### config.mk
export PLATFORM = sky130hd
export DESIGN_NAME = part2b
export DESIGN_NICKNAME = d
export VERILOG_FILES = /design/src/rtl/part2b.sv
export SDC_FILE = /design/constraint.sdc
export NUM_CORES = 1
export LEC_CHECK = 0
export CAP_MARGIN = 20
export CORE_ASPECT_RATIO = 2
export CORE_MARGIN = 4
export CORE_UTILIZATION = 40
export CTS_BUF_LIST = sky130_fd_sc_hd__clkbuf_8
export DETAILED_ROUTE_END_ITERATION = 7
export PLACE_DENSITY = 0.58
export SLEW_MARGIN = 20
export SYNTH_ARGS = -nofsm -noshare
export SYNTH_HDL_FRONTEND = slang
export SYNTH_SLANG_ARGS = --single-unit
### constraint.sdc
create_clock -name clk -period 6.35 [get_ports clk]
set_clock_uncertainty 0.05 [all_clocks]
set_input_delay 1.27 -clock clk [delete_from_list [all_inputs] [get_ports clk]]
set_output_delay 1.27 -clock clk [all_outputs]
set_load 0.01 [all_outputs]
### src/rtl/part2b.sv
// Register file of four general (R1..R4) and four temporary (T1..T4) registers,
// each with per-register decrement/increment/load/clear and two read muxes.
module part2b #(
  parameter int WIDTH = 8
) (
  input  logic             clk,
  input  logic             rst_n,
  input  logic [WIDTH-1:0] data_in,
  input  logic [1:0]       funsel,
  input  logic [3:0]       Rsel,
  input  logic [3:0]       Tsel,
  input  logic [2:0]       O1sel,
  input  logic [2:0]       O2sel,
  output logic [WIDTH-1:0] O1,
  output logic [WIDTH-1:0] O2
);

  typedef enum logic [1:0] {
    FN_DEC  = 2'b00,
    FN_INC  = 2'b01,
    FN_LOAD = 2'b10,
    FN_CLR  = 2'b11
  } fun_e;

  // Bank ordered to match the read-select encoding: 0..3 = T1..T4, 4..7 = R1..R4.
  logic [WIDTH-1:0] bank [8];
  logic [7:0]       en;

  // Select masks are MSB-first (bit3 = R1/T1), so reverse them into bank order.
  assign en = {Rsel[0], Rsel[1], Rsel[2], Rsel[3],
               Tsel[0], Tsel[1], Tsel[2], Tsel[3]};

  function automatic logic [WIDTH-1:0] apply_op(
    input logic [1:0]       op,
    input logic [WIDTH-1:0] cur,
    input logic [WIDTH-1:0] din
  );
    logic [WIDTH-1:0] res;
    // NOTE: res is given a value on every path (default arm), so no latch is inferred.
    case (fun_e'(op))
      FN_DEC:  res = cur - WIDTH'(1);
      FN_INC:  res = cur + WIDTH'(1);
      FN_LOAD: res = din;
      FN_CLR:  res = '0;
      default: res = cur;
    endcase
    return res;
  endfunction

  // NOTE: the bank is a small flop array, so every entry is reset rather than left
  // unreset like an inferred RAM; state updates use non-blocking assignments.
  always_ff @(posedge clk) begin
    if (!rst_n) begin
      for (int i = 0; i < 8; i++) bank[i] <= '0;
    end else begin
      for (int i = 0; i < 8; i++) begin
        if (en[i]) bank[i] <= apply_op(funsel, bank[i], data_in);
      end
    end
  end

  assign O1 = bank[O1sel];
  assign O2 = bank[O2sel];

endmodule

After elaboration in Yosys (flattened, before gate mapping). Memories as Yosys holds them, arrays and structs flattened. Cells that the tools add are included.

Input bits: 26. Register bits after elaboration: 0. Output and inout bits: 16. Memories: 1. Word-level logic and storage cells: 86. Memory bits (writable): 64.

Memories: bank (words 8, width 8, rd ports 10, clocked after Yosys merged registers in 0, wr ports 8, RTL line 26) `logic [WIDTH-1:0] bank [8];`.

Multiplexer cells: 57. Equal/unequal tests: 3. Reductions and logical operators: 1. Bitwise gates (word level): 8. $add $sub $neg: 16.

Operators with widths (number): 8-bit case mux with 4 select lines (8); 8-bit two-way mux (24); 8-bit by 1-bit adder with 8-bit output (second input constant) (8); 8-bit by 1-bit subtractor with 8-bit output (second input constant) (8); 1-bit two-way mux (25); 1-bit bitwise OR (8); 2-bit equality test (second input constant) (2); 2-bit by 1-bit equality test with 1-bit output (second input constant) (1); 2-bit zero test (1).

Longest topological paths before layout. Gate-level depths: netlist of the first run.

Word-level depth: 5. Mapped depth: 10.

Least setup slack after synthesis of the first run. OpenSTA, ideal clock, no wires.

Kind: input port to flip-flop. From: input port funsel[1]. To: memory bank[2][6], data pin. Stages: 10. Slack: 2264 ps. Arrival: 3770 ps. Buffers on the path: 1. Required time: 6035 ps. Cells stage by stage: nand2b_1 -> buf_2 -> inv_1 -> fa_1 -> and2b_1 -> o21ai_1 -> a21oi_2 -> o21ai_1 -> and3_1 -> or3_1.

RTL lines: start: declaration (RTL line 9) `input logic [1:0] funsel,`; end: declaration (RTL line 26).

Worst setup path in the final report of the first run.
From: input port O2sel[1]. To: output port O2[0].

Longest elaborated chain between the ends: 1.

RTL lines: start: declaration (RTL line 13) `input logic [2:0] O2sel,`; memory read 8 x 8 bit; end: declaration (RTL line 15) `output logic [WIDTH-1:0] O2`.

No other way between the ends.

==> results of run 1 <==
## kinds of logic (layout without fill, tap and decap cells)
kind of cell / count (synthesis) / count (layout) / synth area share, %
and+or+nand+nor: 171 / 171 / 14.6
AOI/OAI and AO/OA: 148 / 148 / 15.4
DFF: 64 / 64 / 31.6
adders and majority gates: 59 / 59 / 13.1
muxes: 58 / 58 / 16.6
buffers and inverters: 51 / 87 / 4.28
xor gates and xnor gates: 31 / 31 / 4.46
## power breakdown
part           leakage [nW]  switching [mW]  internal (mW)
registers             0.705          0.0644          0.516
clock network        0.0872           0.179          0.135
logic                  1.84           0.280          0.271
## through the flow
stage	instances	cell area [sq um]	worst slack (ns)	total power [mW]	hold slack (ns)
3_3_place_gp	798	6610	1.31	1.12	0.675
5_1_grt	813	6770	1.12	1.53	0.731
3_5_place_dp	798	6610	1.25	1.13	0.701
6_report	813	6770	1.23	1.45	0.710
2_1_floorplan	582	6080	2.26	0.960	0.632
4_1_cts	813	6770	1.24	1.45	0.712
## worst paths after layout
kind,start,to,slack (ns),cells past startpoint
worst min-delay path,bank[1][0],bank[1][0],0.71,2
worst max-delay path,O2sel[1],O2[0],1.23,4
worst min register to register,bank[1][0],bank[1][0],0.71,2
worst max register to register,bank[2][0],bank[2][6],3.94,8
## cell type report
cell class                      instances  area [sq um]
Fill cell                            1414          8130
Multi-Input combinational cell        467          3900
Sequential cell                        64          1920
Timing Repair Buffer                   47           450
Tap cell                              195           244
Clock buffer                            9           124
Inverter                               25          93.8
Clock inverter                          6          30.0
## Yosys cell counts, drive strengths merged, types with 12 or more instances
master,count
a21oi,52
buf,20
edfxtp,64
ha,51
inv,25
mux2,16
mux4,32
nand2,36
nand2b,22
nor2,42
o211ai,12
o21a,17
o21ai,37
xor2,22
## tightest hold or removal path, stage by stage (launching register included)
cell and delay [ns]:
edfxtp_1 0.41, or2_1 0.12, a21oi_1 0.06
## metal layers
layer  wire length [um]  track usage [%]
met3               1100             4.21
met5                  0                0
met1               7030             26.3
met4               1030             11.5
met2              10200             40.1
==> impl_results.md, run 1 <==
* First-pass GRT wire length at 29.1 mm
* DIE HEIGHT at 182 um
* Cells along the critical path: clkdlybuf4s50_1 > mux4_1 > mux2_2 > clkdlybuf4s50_1
* Row Count at 63
* Cts bufs inserted at 9
* # hold bufs at CTS at 0
* Wire length per cell at 23.8 um
* VDD IR max at 0.180 mV
* Grt total ovfl at 0
* Area Overhead vs Synth at 11.3%
* Most frequent cells in the layout: edfxtp_1, ha_1, a21oi_1
* Iteration count of the initial detailed-routing pass at 5
* Routed vias/inst at 6.05
* Largest net degree at the start of global routing at 75
* Layout cells sized above 1 at 12.3%
* Final Max Tran Viols at 0
* Post-synthesis sequential area ratio at 31.6%
* Post-synth EDFFs at 64
* DRT antenna net count at 0
* Post-Route Setup TNS at 0 ns
* Cell mode on critical path: clkdlybuf4s50_1
* Biggest register: bank
* Minimum clock period at 5.12 ns
* Worst path buffer plus inverter count at 2
* Worst Setup Start Kind: input port
* Layout Utilization at 45.4%
* Final HPWL DP at 14.5 mm
* Kind of critical path: input port to primary output
* Post-Syn Nets at 667
* GRT Resource Usage Total at 23.1%
* CP Capture Type: primary output
* FMAX at 195 MHz
* Worst-path fanout max at 16
* CP max-delay cell: clkdlybuf4s50_1
* Initial Utilization at 40.8%
* Yosys cell types at 53
* Ranking of synthesized cells by area: edfxtp_1, mux4_2, ha_1
* Slew headroom at 35.8%
* Leading registers by flop count: bank (64)
* Final setup viols at 0
* Synth warn at 0
* CTS resizes at 0
* # diodes at 0
* Crit path max-delay family: buffers and inverters
* Post-Route WL at 19.3 mm
* IO buf count at 41
* Worst-case clock buffer depth at 2
* MaxCap Viol Count at 0
* Chip width at 95.2 um
* DR iter-0 viols at 372
* DR DRC count at 0
* Clock Sinks at 64
* Final hold vios at 0
* Max reg flops at 64
* Worst slew pin tran at 0.960 ns
* IO Pins at 42
* Cell count after synthesis at 582
* Worst-Skew Late Latency at 0.36 ns
* Unrepaired setup endpoints after global routing: false
* Postcts setup bufs at 0
* Die area at 17400 sq um
* Nets at 699
* Worst path required time at 5.03 ns
* Post-synth top area share at 31.6%
* P_leak at 2.64 nW
* Outcome: finished clean
* Synth area leader: edfxtp_1
* PwrDens at 214 nW/um^2
* Clock-pin slew on the worst setup and hold paths at 0.07 ns
* Period utilization at 80.7%
* Routed via count at 4921
* Core area at 14900 sq um
* Vias in the first global route at 4939
* Flop and latch count out of synthesis at 64
* Async SR Flop Fraction at 0%
* Top_reg_cell synth: edfxtp_1
* Syn Area/Cell at 10.5 sq um
* CP max stage delay at 1.06 ns
* Htree depth at 3
* Hold crit path type: flop to flop
* Crit path DAT at 3.80 ns
* Cell Area, Synth at 6080 sq um
* CTS tree: yes
* CTS root buffer: clkbuf_8
* Initial antenna violation count at 0
* Final GP Congestion at 0.936
* Commonest non-fill, non-tap cell in the layout: edfxtp_1
Note: power is estimated with default switching activity, not from simulation.
==> run 2: changes to the inputs <==
- clock period: 6.35 -> 5.3 ns (I/O delays scaled with it)
==> run 2 against run 1 <==
Net effect: non-clock buffer count grew 4; critical path depth rose by 1; count of clock-buffer cells in the layout unchanged; via count down 0.22%.
==> impl_results.md, run 2 (synthesized netlist as in run 1, its figures left out) <==
* # diodes at 0 (unchanged)
* Initial antenna violation count at 0 (unchanged)
* Hold path endpoint: bank[1][0]
* CP max-delay cell: mux4_2
* Commonest non-fill, non-tap cell in the layout: edfxtp_1
* Clock-pin slew on the worst setup and hold paths at 0.07 ns (about the same)
* Hold Path Stages at 2 (unchanged)
* Initial Utilization at 40.8% (unchanged)
* Chip width at 95.2 um (unchanged)
* Final GP Congestion at 0.901 (-3.7%)
* Leading registers by flop count: bank (64)
* P_leak at 2.68 nW (+1.5%)
* Layout Cells excl Fill at 818 (+0.62%)
* Biggest register: bank
* Worst path required time at 4.19 ns (-0.84 ns)
* First-pass GRT wire length at 28.7 mm (-1.3%)
* Reg2Reg Setup Slack at 2.85 ns (-1.09 ns)
* Worst slew pin tran at 0.756 ns (-0.205 ns)
* Slew headroom at 49.5% (+14 points)
* Layout cells sized above 1 at 12.5% (+0.22 points)
* Most frequent cells in the layout: edfxtp_1, ha_1, a21oi_1
* Final hold vios at 0 (unchanged)
* Pre-CTS setup slack at 1.03 ns (-0.220 ns)
* CTS resizes at 0 (unchanged)
* PwrDens at 265 nW/um^2 (+24%)
* Post-Route Setup TNS at 0 ns (unchanged)
* Crit path DAT at 3.17 ns (-0.63 ns)
* Max reg flops at 64 (unchanged)
* Fill count at 1396 (-1.3%)
* Final setup viols at 0 (unchanged)
* CTS root buffer: clkbuf_8
* DR DRC count at 0 (unchanged)
* Worst path buffer plus inverter count at 3 (+1)
* Kind of critical path: input port to primary output
* Worst R2R Path Depth at 8 (unchanged)
* Htree depth at 3 (unchanged)
* Nets at 703 (+0.57%)
* Cts bufs inserted at 9 (unchanged)
* DP Cell Count at 802 (+0.50%)
* Row Count at 63 (unchanged)
* Cell mode on critical path: clkdlybuf4s50_1
* Core area at 14900 sq um (unchanged)
* CP max stage delay at 0.55 ns (-0.51 ns)
* Final HPWL DP at 14.2 mm (-2.2%)
* Routed via count at 4910 (-0.22%)
* Iteration count of the initial detailed-routing pass at 5 (unchanged)
* Unrepaired setup endpoints after global routing: false
* Routed vias/inst at 6.00 (-0.83%)
* Cells along the critical path: clkdlybuf4s50_1 > buf_4 > mux4_2 > mux2_2 > clkdlybuf4s50_1
* Worst-case clock buffer depth at 2 (unchanged)
* Setup ws final at 1.02 ns (-0.205 ns)
* Worst hold path startpoint: bank[1][0]
* Final Max Tran Viols at 0 (unchanged)
* R2R Path Start: bank[2][0]
* DRT antenna net count at 0 (unchanged)
* DR iter-0 viols at 396 (+6.5%)
* Post-Route WL at 18.9 mm (-2.5%)
* MaxCap Viol Count at 0 (unchanged)
* Worst hold slack at 0.736 ns (+0.0255 ns)
* VDD IR max at 0.148 mV (-18%)
* Clock Sinks at 64 (unchanged)
* Crit path max-delay family: buffers and inverters
* Vias in the first global route at 4991 (+1.1%)
* # hold bufs at CTS at 0 (unchanged)
* FMAX at 234 MHz
* CTS tree: yes
* Worst Setup Start Kind: input port
* Area Overhead vs Synth at 12.5%
* Outcome: finished clean
* Worst-path fanout max at 16 (unchanged)
* Hold crit path type: flop to flop
* Capturing point of the worst reg2reg path: bank[2][6]
* Wire length per cell at 23.0 um (-3.1%)
* DIE HEIGHT at 182 um (unchanged)
* Die area at 17400 sq um (unchanged)
* CP Capture Type: primary output
* Minimum clock period at 4.28 ns
* Largest net degree at the start of global routing at 75 (unchanged)
* Grt total ovfl at 0 (unchanged)
* GRT Resource Usage Total at 22.7% (-0.31 points)
* IO buf count at 41 (unchanged)
* Worst-Skew Late Latency at 0.36 ns (about the same)
* Postcts setup bufs at 0 (unchanged)
* Period utilization at 80.7%
* IO Pins at 42 (unchanged)
## run 2: changes by cell type in the layout (fill, tap and decap cells not counted), sizes merged
cell	before	now
buf	7	11
clkinvlp	1	0
bufinv	0	2
## run 2: layout make-up
type / count / area (sq um) / area share, %
clock buffer: 9 / 124 / 1.81
clock inverter: 7 / 78.8 / 1.15
inverter: 25 / 93.8 / 1.37
multi-input combinational: 467 / 3900 / 57.0
sequential: 64 / 1920 / 28.1
tap: 195 / 244 / 3.56
timing repair buffer: 51 / 480 / 7.02
## run 2: tightest hold or removal path, cell delays in order, from the launching register on
cell and delay [ns]:
edfxtp_1 0.43, or2_1 0.13, a21oi_1 0.06
## run 2: power breakdown
part / switching [mW] / internal (mW) / total (mW)
clock network: 0.211 / 0.257 / 0.468
logic: 0.325 / 0.327 / 0.652
registers: 0.0772 / 0.618 / 0.696
## run 2: worst max path at each step
| stage | startpoint | endpoint | depth (start not counted) |
|---|---|---|---|
| floorplan | funsel[1] | bank[2][6] | 10 |
| global placement | O2sel[0] | O2[6] | 5 |
| detailed placement | O2sel[0] | O2[6] | 5 |
| CTS | O2sel[0] | O2[6] | 5 |
| global route | O1sel[0] | O1[6] | 5 |
| finish | O2sel[0] | O2[7] | 5 |
## run 2: metrics by stage
step           instance area [sq um]  total power [mW]  util [%]
2_1_floorplan                   6080              1.15         -
3_3_place_gp                    6640              1.34      44.6
3_5_place_dp                    6640              1.35      44.6
4_1_cts                         6850              1.82      46.0
5_1_grt                         6850              1.91      46.0
6_report                        6850              1.82      46.0
## run 2: layer usage
metal	vias to the layer above	part of all wire (%)	GRT usage (%)
met4	0	5.8	12.9
met3	57	6.9	4.00
met2	200	51	38.9
li1	2267	-	-
met1	2386	36	26.0
met5	-	0	0
